<file path="config.mk">
export PLATFORM = sky130hd
export DESIGN_NAME = ram_arbiter
export DESIGN_NICKNAME = d
export VERILOG_FILES = /design/src/rtl/ram_arbiter.sv
export SDC_FILE = /design/constraint.sdc
export NUM_CORES = 1
export LEC_CHECK = 0
export ABC_CLOCK_PERIOD_IN_PS = 3000
export CORE_MARGIN = 2
export CORE_UTILIZATION = 40
export CTS_CLUSTER_DIAMETER = 60
export CTS_CLUSTER_SIZE = 30
export DETAILED_ROUTE_END_ITERATION = 6
export GPL_ROUTABILITY_DRIVEN = 0
export GPL_TIMING_DRIVEN = 1
export PLACE_DENSITY = 0.85
export SLEW_MARGIN = 40
export SYNTH_ARGS = -nofsm -noshare
export SYNTH_HDL_FRONTEND = slang
export SYNTH_SLANG_ARGS = --single-unit
</file>
<file path="constraint.sdc">
create_clock -name clk -period 3 [get_ports clk]
set_input_delay 0.6 -clock clk [delete_from_list [all_inputs] [get_ports clk]]
set_output_delay 0.6 -clock clk [all_outputs]
set_load 0.005 [all_outputs]
</file>
<file path="src/rtl/ram_arbiter.sv">
// ram_arbiter: serialises CPU and loader accesses onto one single-port RAM.
// Define ARB_RR_EN for round-robin; default is CPU priority with starvation guard.
module ram_arbiter #(
  parameter int ADDR_W     = 8,
  parameter int DATA_W     = 8,
  parameter int STARVE_MAX = 3
) (
  input  logic              clk,
  input  logic              reset,
  input  logic              cpu_req,
  input  logic              cpu_we,
  input  logic [ADDR_W-1:0] cpu_addr,
  input  logic [DATA_W-1:0] cpu_wdata,
  output logic              cpu_gnt,
  output logic              cpu_rvalid,
  output logic [DATA_W-1:0] cpu_rdata,
  input  logic              ldr_req,
  input  logic              ldr_we,
  input  logic [ADDR_W-1:0] ldr_addr,
  input  logic [DATA_W-1:0] ldr_wdata,
  output logic              ldr_gnt,
  output logic              ldr_rvalid,
  output logic [DATA_W-1:0] ldr_rdata,
  output logic [ADDR_W-1:0] ram_addr,
  output logic [DATA_W-1:0] ram_write_data,
  output logic              MemRead,
  output logic              MemWrite,
  input  logic [DATA_W-1:0] ram_data_out,
  output logic              busy
);

  typedef enum logic [1:0] {
    IDLE   = 2'd0,
    ACCESS = 2'd1,
    RESP   = 2'd2
  } state_e;

  state_e            state_q, state_d;
  logic              owner_q, owner_d;
  logic              we_q, we_d;
  logic [ADDR_W-1:0] addr_q, addr_d;
  logic [DATA_W-1:0] wdata_q, wdata_d;

  logic any_req;
  logic contend;
  logic arb;
  logic pick_ldr;

  assign any_req = cpu_req | ldr_req;
  assign contend = cpu_req & ldr_req;
  assign arb     = (state_q == IDLE) & any_req;

`ifdef ARB_RR_EN
  // Pointer high means the CPU owned the last grant.
  logic last_cpu_q, last_cpu_d;

  assign pick_ldr = contend ? last_cpu_q : ldr_req;

  always_comb begin
    last_cpu_d = last_cpu_q;
    if (arb) begin
      last_cpu_d = ~pick_ldr;
    end
  end

  always_ff @(posedge clk) begin
    if (reset) begin
      last_cpu_q <= 1'b0;
    end else begin
      last_cpu_q <= last_cpu_d;
    end
  end
`else
  localparam logic [3:0] STARVE_LIM = STARVE_MAX[3:0];

  logic [3:0] starve_q, starve_d;

  assign pick_ldr = contend ? (starve_q == STARVE_LIM) : ldr_req;

  always_comb begin
    starve_d = starve_q;
    if (arb) begin
      if (pick_ldr) begin
        starve_d = '0;
      end else if (contend) begin
        starve_d = starve_q + 4'd1;
      end
    end
  end

  always_ff @(posedge clk) begin
    if (reset) begin
      starve_q <= '0;
    end else begin
      starve_q <= starve_d;
    end
  end
`endif

  always_comb begin
    state_d    = state_q;
    owner_d    = owner_q;
    we_d       = we_q;
    addr_d     = addr_q;
    wdata_d    = wdata_q;
    cpu_gnt    = 1'b0;
    ldr_gnt    = 1'b0;
    cpu_rvalid = 1'b0;
    ldr_rvalid = 1'b0;
    MemRead    = 1'b0;
    MemWrite   = 1'b0;
    busy       = 1'b0;
    case (state_q)
      IDLE: begin
        if (any_req) begin
          owner_d = pick_ldr;
          we_d    = pick_ldr ? ldr_we : cpu_we;
          addr_d  = pick_ldr ? ldr_addr : cpu_addr;
          wdata_d = pick_ldr ? ldr_wdata : cpu_wdata;
          state_d = ACCESS;
        end
      end
      ACCESS: begin
        busy     = 1'b1;
        cpu_gnt  = ~owner_q;
        ldr_gnt  = owner_q;
        MemWrite = we_q;
        MemRead  = ~we_q;
        state_d  = we_q ? IDLE : RESP;
      end
      RESP: begin
        busy       = 1'b1;
        cpu_rvalid = ~owner_q;
        ldr_rvalid = owner_q;
        state_d    = IDLE;
      end
      default: begin
        state_d = IDLE;
      end
    endcase
  end

  always_ff @(posedge clk) begin
    if (reset) begin
      state_q <= IDLE;
      owner_q <= 1'b0;
      we_q    <= 1'b0;
      addr_q  <= '0;
      wdata_q <= '0;
    end else begin
      state_q <= state_d;
      owner_q <= owner_d;
      we_q    <= we_d;
      addr_q  <= addr_d;
      wdata_q <= wdata_d;
    end
  end

  assign ram_addr       = addr_q;
  assign ram_write_data = wdata_q;
  assign cpu_rdata      = cpu_rvalid ? ram_data_out : '0;
  assign ldr_rdata      = ldr_rvalid ? ram_data_out : '0;

endmodule

</file>
Word-level counts from Yosys, hierarchy flattened
Index checks and enable logic that the tools add are counted.

Add/sub/neg operators: 1. Equality and inequality tests: 4. Multiplexer cells: 18. Bitwise logic cells: 5. Reduce and logical (&&, ||, !) cells: 5.

Operators by type and width (number): 8-bit 2-to-1 mux (4); 1-bit 2-to-1 mux (9); 4-bit 2-to-1 mux (2); 4-bit by 1-bit adder with 4-bit output, second input constant (1); 4-bit by 2-bit equality test with 1-bit output, second input constant (1); 2-bit 2-to-1 mux (2); 2-bit one-hot mux with 2 select lines (1); 2-bit AND reduction (2); 1-bit bitwise AND (2); 2-bit by 1-bit equality test with 1-bit output, second input constant (1); 2-bit equality test, second input constant (1); 2-bit logical NOT (1); 2-bit != test, second input constant (1); 1-bit inverter (2); 2-bit nonzero test (1); 2-bit OR reduction (1); 1-bit bitwise OR (1).

Flip-flop bits (word level): 24. Input port bits: 46. Output and inout bits: 39. Logic and storage cells: 39.

Depth between registers and ports, before layout
Gate-level depths: netlist (run 1).

Word-level depth: 4. Mapped depth: 7.

Least setup slack after synthesis (run 1)
No wires, ideal clock.

Kind: reg2out. Start: reg state_q[0]. End: out cpu_rdata[0]. Data arrival time: 1.138 ns. Data required time: 2.400 ns. Setup slack: 1.262 ns. Cell stages (with the launch flop): 6. Cells stage by stage: dfxtp_1 inv_1 ha_1 nor2b_1 clkbuf_1 and2_1.

Longest elaborated chain between the ends: 3.

RTL lines: start, declared (line 38) `state_e state_q, state_d;`; start signal, assigned (line 151) `state_q <= state_d;`; 2-bit equality test (line 113) `case (state_q)`; 1-bit 2-to-1 mux (line 113); via cpu_rvalid (line 15) `output logic cpu_rvalid,`; 8-bit 2-to-1 mux (line 161) `assign cpu_rdata = cpu_rvalid ? ram_data_out : '0;`; end, declared (line 16) `output logic [DATA_W-1:0] cpu_rdata,`.

The timed path passes the listed nets, and every way through them passes these cells.

Worst setup path in the final report (run 1)
Start: reg state_q[0]. End: out cpu_rdata[2].

Longest elaborated chain between the ends: 3.

RTL lines (line): 2-bit equality test (113); 1-bit 2-to-1 mux (113); 8-bit 2-to-1 mux (161).

No other way between the ends.

==> qor.yml, run 1 <==
timing:
  hold_violations: 0
  period_minus_slack_ns: 2.78
  setup_viol: 0
  tightestPinTransition_ns: 0.648
  rsz0062_at_grt: "no"
  period_share_pct: 92.8
  max_freq_mhz: 359
  holdWs_ns: 0.492
  finClkSkew_ns: 0.00875
  relSlewSlack_pct: 56.8
  setup_tns_ns: 0
  final_max_slew_viol_count: 0
layout:
  area_delta_synth_final_pct: 62.1
  fill_cells: 271
  n_antenna_cell: 0
  register_area_um2: 480
  drive_gt1_share_pct: 4.10
  layout.nets: 296
  multiInputGateArea_um2: 860
yosys:
  syn-num-nets: 220
  synth_cells: 169
  syn-mean-instance-area_um2: 8.51
  netlist_area_um2: 1440
  synth_edf_count: 0
  ys_warn_count: 0
  synth_seq_area_share_pct: 33.4
  ys.flop_type: "dfxtp_1"
  ys_ff_latch: 24
  async_flop_share_pct: 0
  ys_types: 25
global_route:
  grt_max_degree: 37
  grt_util_all_layers_pct: 20.6
  grt_antenna_before_repair: 0
  grt_overflow: 0
  grt_pass1_wl_mm: 6.85
  first_global_vias: 1505
clocking:
  clk_latency_ns: 0.32
  numCtsBuffers: 3
  h-tree-depth: 1
  postCtsHoldBufs: 0
  cts_buffer_depth: 2
  post_cts_buffers: 0
  clock_sinks: 24
  cts-root-buf: "clkbuf_4"
  cts_tree: "yes"
  post_cts_resized: 0
  clkSlewWorstSetupHoldPaths_ns: 0.13
detailed_routing:
  wire_per_inst_um: 14.2
  vias_per_cell: 5.32
  drtPass1Iterations: 4
  route.detailed.drc: 0
  postRouteAntennaNets: 0
  routed-via-count: 1543
  drt_iter0_drc: 146
  wirelength_mm: 4.13
floorplanning:
  rows: 21
  fp.dieW_um: 64.0
  start_util_pct: 42.4
  die_h_um: 64.0
  die_area_um2: 4090
  core_area_um2: 3390
  num_io_pins: 85
worst_hold_path:
  hp-class: "register to register"
placement:
  port_buffers: 84
  hpwl_mm: 2.91
power:
  ir_drop_v: 0.000172
  p_leak_nw: 0.912
  p_per_area_nw_per_um2: 407
run_status:
  outcome: "finished, final reports clean"
setup_path:
  arrival_ns: 2.18
  critPathKind: "register to output port"
  cp-end-kind: "output port"
  cp_max_fo: 10
  cp-start-kind: "register"
  worstPathRequired_ns: 2.40
run:
  maxCapViolations: 0
-- layout by cell type (no fill, tap or decap), types with 2 or more instances in the layout --
master	n
nand2_1	4
o21ai_0	2
buf_4	5
and4b_1	18
and3_1	8
inv_1	2
clkdlybuf4s50_1	83
nand4bb_1	2
a21oi_1	5
nor2_1	19
a211oi_1	18
nor4_1	17
ha_1	5
dfxtp_1	24
and2_1	11
nor3b_1	2
nor2b_1	4
nand3_1	2
clkbuf_4	3
mux2i_1	2
-- report_power, final --
| group | leakage [nW] | total, W | switching (W) | internal, W |
|---|---|---|---|---|
| Sequential | 0.199 | 0.000382 | 0.0000234 | 0.000358 |
| Combinational | 0.686 | 0.000331 | 0.000137 | 0.000194 |
| Clock | 0.0279 | 0.000237 | 0.000102 | 0.000135 |
| Total | 0.912 | 0.000950 | 0.000262 | 0.000687 |
-- critical path, stage by stage (launching register included) --
cell and delay, ns:
dfxtp_1 0.35, inv_1 0.10, ha_1 0.30, nor2b_1 0.42, and2_1 0.20, clkdlybuf4s50_1 0.50
-- cell usage after synthesis, types with 3 or more instances --
library cell / n / area, µm²
dfxtp_1: 24 / 480
nor2_1: 19 / 71.3
a211oi_1: 18 / 135
and4b_1: 18 / 180
nor4_1: 17 / 106
and2_1: 11 / 68.8
clkbuf_1: 10 / 37.5
and3_1: 8 / 50.1
buf_2: 6 / 30.0
a21oi_1: 5 / 25.0
ha_1: 5 / 62.6
nand2_1: 4 / 15.0
nor2b_1: 4 / 25.0
o21ai_0: 3 / 15.0
-- flip-flops by register name, summed over array words and instances (netlist names) --
register / flops
owner_q: 1
ram_addr: 8
ram_write_data: 8
we_q: 1
starve_q: 4
state_q: 2
-- stage by stage --
| stage | utilization, % | instance area [µm²] | setup WS, ns | std cells | total power [W] |
|---|---|---|---|---|---|
| after CTS | 68.8 | 2330 | 0.197 | 290 | 0.000956 |
| final | 68.8 | 2330 | 0.215 | 290 | 0.000950 |
| after detailed placement | 67.2 | 2280 | 0.568 | 286 | 0.000719 |
| after floorplan | - | 1440 | 1.26 | 169 | 0.000533 |
| after global routing | 68.8 | 2330 | 0.00260 | 290 | 0.00101 |
| after global placement | 67.4 | 2280 | 0.623 | 286 | 0.000717 |
-- cell families (layout without fill, tap and decap cells) --
logic type | after synthesis | after routing | share of synthesized area, %
compound gates | 28 | 28 | 13.2
fa+ha+maj | 5 | 5 | 4.35
buf+inv | 20 | 95 | 6.79
flops | 24 | 24 | 33.4
mux | 2 | 2 | 1.39
simple gates | 90 | 90 | 40.8
-- metal layers --
layer | vias to the layer above | wire length, µm | GRT usage [%] | share of wire [%]
li1 | 788 | - | - | -
met1 | 689 | 1970 | 28.2 | 48
met2 | 58 | 1850 | 32.6 | 45
met3 | 8 | 259 | 4.40 | 6.3
met4 | 0 | 58 | 5.71 | 1.4
met5 | - | 0 | 0 | 0
-- cell type report --
type | count | area share, %
repair buffers | 89 | 37.5
flip-flops and latches | 24 | 20.6
multi-input cells | 125 | 36.9
clock buffers | 3 | 0.966
well taps | 46 | 2.47
clock inverters | 1 | 1.29
inverters | 2 | 0.322
-- path summary, 6_finish.rpt --
| kind | start | to | slack [ns] | depth (start not counted) |
|---|---|---|---|---|
| setup reg to reg | state_q[0] | starve_q[3] | 0.96 | 5 |
| hold / removal | starve_q[1] | starve_q[1] | 0.49 | 2 |
| hold reg to reg | starve_q[1] | starve_q[1] | 0.49 | 2 |
| setup / recovery | state_q[0] | cpu_rdata[2] | 0.22 | 5 |
No activity file was read; power rests on OpenSTA's default activity.
==> run 2: changes to the inputs <==
Settings changed: HOLD_SLACK_MARGIN set to 0.05.
==> results of run 2 <==
The final DEF is identical to that of run 1; final timing and power are the same.
==> run 3: changes to the inputs <==
Settings changed: CTS_CLUSTER_SIZE 30 to 16, SLEW_MARGIN 40 to not set.
==> run 3 against run 2 <==
Combinational power about the same; clock-buffer cell count unchanged; global-route usage decreased by 0.19 points; sequential share of layout area about the same; highest routed layer unchanged; final cell count unchanged; critical path type unchanged; largest power group unchanged.
==> qor.yml, run 3 (synthesis gave the netlist of run 1 again) <==
timing:
  setup_viol: 0  # unchanged
  relSlewSlack_pct: 39.4  # was 56.8%
  finClkSkew_ns: 0.00994  # was 0.00875 ns
  rsz0062_at_grt: "no"  # unchanged
  tightestPinTransition_ns: 0.906  # was 0.648 ns
  period_minus_slack_ns: 2.77  # was 2.78 ns
  final_max_slew_viol_count: 0  # unchanged
  fin_ws_ns: 0.232  # was 0.215 ns
  hold_violations: 0  # unchanged
  max_freq_mhz: 361  # was 359 MHz
  period_share_pct: 92.3  # was 92.8%
  setup_tns_ns: 0  # unchanged
detailed_routing:
  vias_per_cell: 5.27  # was 5.32
  routed-via-count: 1529  # was 1543
  postRouteAntennaNets: 0  # unchanged
  route.detailed.drc: 0  # unchanged
  drt_iter0_drc: 79  # was 146
  wirelength_mm: 4.10  # was 4.13 mm
  wire_per_inst_um: 14.1  # was 14.2 µm
  drtPass1Iterations: 4  # unchanged
floorplanning:
  core_area_um2: 3390  # unchanged
  start_util_pct: 42.4  # unchanged
  num_io_pins: 85  # unchanged
  die_area_um2: 4090  # unchanged
  fp.dieW_um: 64.0  # unchanged
  die_h_um: 64.0  # unchanged
  rows: 21  # unchanged
setup_path:
  arrival_ns: 2.17  # was 2.18 ns
  rr_startpoint: "state_q[0]"  # unchanged
  path_buf_inv: 2  # unchanged
  cp-start-kind: "register"  # unchanged
  cp-end-kind: "output port"  # unchanged
  cp_max_fo: 10  # unchanged
  worstPathRequired_ns: 2.40  # about the same
  rr_worst_depth: 5  # unchanged
  crit_start: "state_q[0]"  # unchanged
  crit_family: "buffers and inverters"  # was simple AND/OR/NAND/NOR gates
  crit_cells: 5  # unchanged
  worst_path_max_delay_cell: "clkdlybuf4s50_1"  # unchanged
  critPathKind: "register to output port"  # unchanged
  cp_slowest_stage_delay_ns: 0.50  # about the same
  crit_path_cell_trace: "inv_1, ha_1, nor2b_1, and2_1, clkdlybuf4s50_1"  # unchanged
clocking:
  numCtsBuffers: 3  # unchanged
  cts-root-buf: "clkbuf_4"  # unchanged
  post_cts_buffers: 0  # unchanged
  cts_buffer_depth: 2  # unchanged
  postCtsHoldBufs: 0  # unchanged
  clkSlewWorstSetupHoldPaths_ns: 0.13  # about the same
  post_cts_resized: 0  # unchanged
  h-tree-depth: 1  # unchanged
  cts_tree: "yes"  # unchanged
  clk_latency_ns: 0.31  # was 0.32 ns
  clock_sinks: 24  # unchanged
global_route:
  grt_antenna_before_repair: 0  # unchanged
  grt_overflow: 0  # unchanged
  grt_max_degree: 37  # unchanged
  first_global_vias: 1486  # was 1505
  grt_util_all_layers_pct: 20.4  # was 20.6%
  grt_pass1_wl_mm: 6.83  # was 6.85 mm
run_status:
  outcome: "finished, final reports clean"  # unchanged
layout:
  n_antenna_cell: 0  # unchanged
  final_cell_mix: "clkdlybuf4s50_1 (84), dfxtp_1 (24), nor2_1 (19)"  # was clkdlybuf4s50_1 (83), dfxtp_1 (24), nor2_1 (19)
  area_delta_synth_final_pct: 62.5  # was 62.1%
  drive_gt1_share_pct: 3.69  # was 4.10%
  layout.nets: 296  # unchanged
  final_common_cell: "clkdlybuf4s50_1"  # unchanged
power:
  p_per_area_nw_per_um2: 406  # was 407 nW/µm²
  p_leak_nw: 0.912  # about the same
  total_power_w: 0.000949  # was 0.000950 W
  ir_drop_v: 0.000176  # was 0.000172 V
placement:
  port_buffers: 84  # unchanged
  place_ws_ns: 0.578  # was 0.568 ns
  hpwl_mm: 2.91  # about the same
worst_hold_path:
  hp-class: "register to register"  # unchanged
  min_from: "starve_q[1]"  # unchanged
  min_path_cells: 2  # unchanged
run:
  maxCapViolations: 0  # unchanged
run 3: changes by cell type in the layout (fill, tap and decap cells not counted), sizes merged:
cell and delta:
clkdlybuf4s50 +1, buf -1
run 3: stage by stage:
step / utilization, % / hold WS (ns) / instance area [µm²] / instances
floorplan: - / 0.449 / 1440 / 169
global placement: 67.4 / 0.460 / 2280 / 286
detailed placement: 67.4 / 0.475 / 2280 / 286
CTS: 68.9 / 0.492 / 2340 / 290
global route: 68.9 / 0.517 / 2340 / 290
finish: 68.9 / 0.491 / 2340 / 290
run 3: cell type report:
class	instances	area [µm²]
timing repair buffer	89	878
tap	46	57.6
fill	273	1050
sequential	24	480
multi-input combinational	125	860
inverter	2	7.51
clock buffer	3	22.5
clock inverter	1	30.0
run 3: worst reg2reg max path, cell delays in order (launching register included):
cell,delay [ns]
dfxtp_1,0.35
inv_1,0.11
ha_1,0.58
nand2_1,0.28
or3_1,0.40
a211oi_1,0.23
run 3: per-layer routing:
metal	track usage (%)	part of all wire [%]	wire, µm	up-vias
met1	27.7	46	1890	682
met4	3.26	0.39	16	0
met5	0	0	0	-
met2	33.5	46	1890	59
li1	-	-	-	786
met3	4.58	7.3	299	2
run 3: final timing paths:
| check | end | slack [ns] |
|---|---|---|
| max | cpu_rdata[2] | 0.23 |
| min | starve_q[1] | 0.49 |
| max reg2reg | starve_q[3] | 0.96 |
| min reg2reg | starve_q[1] | 0.49 |
run 3: where the power goes:
group	internal (W)	switching, W	total, W
Clock	0.000135	0.000101	0.000236
Combinational	0.000194	0.000136	0.000331
Sequential	0.000358	0.0000236	0.000382
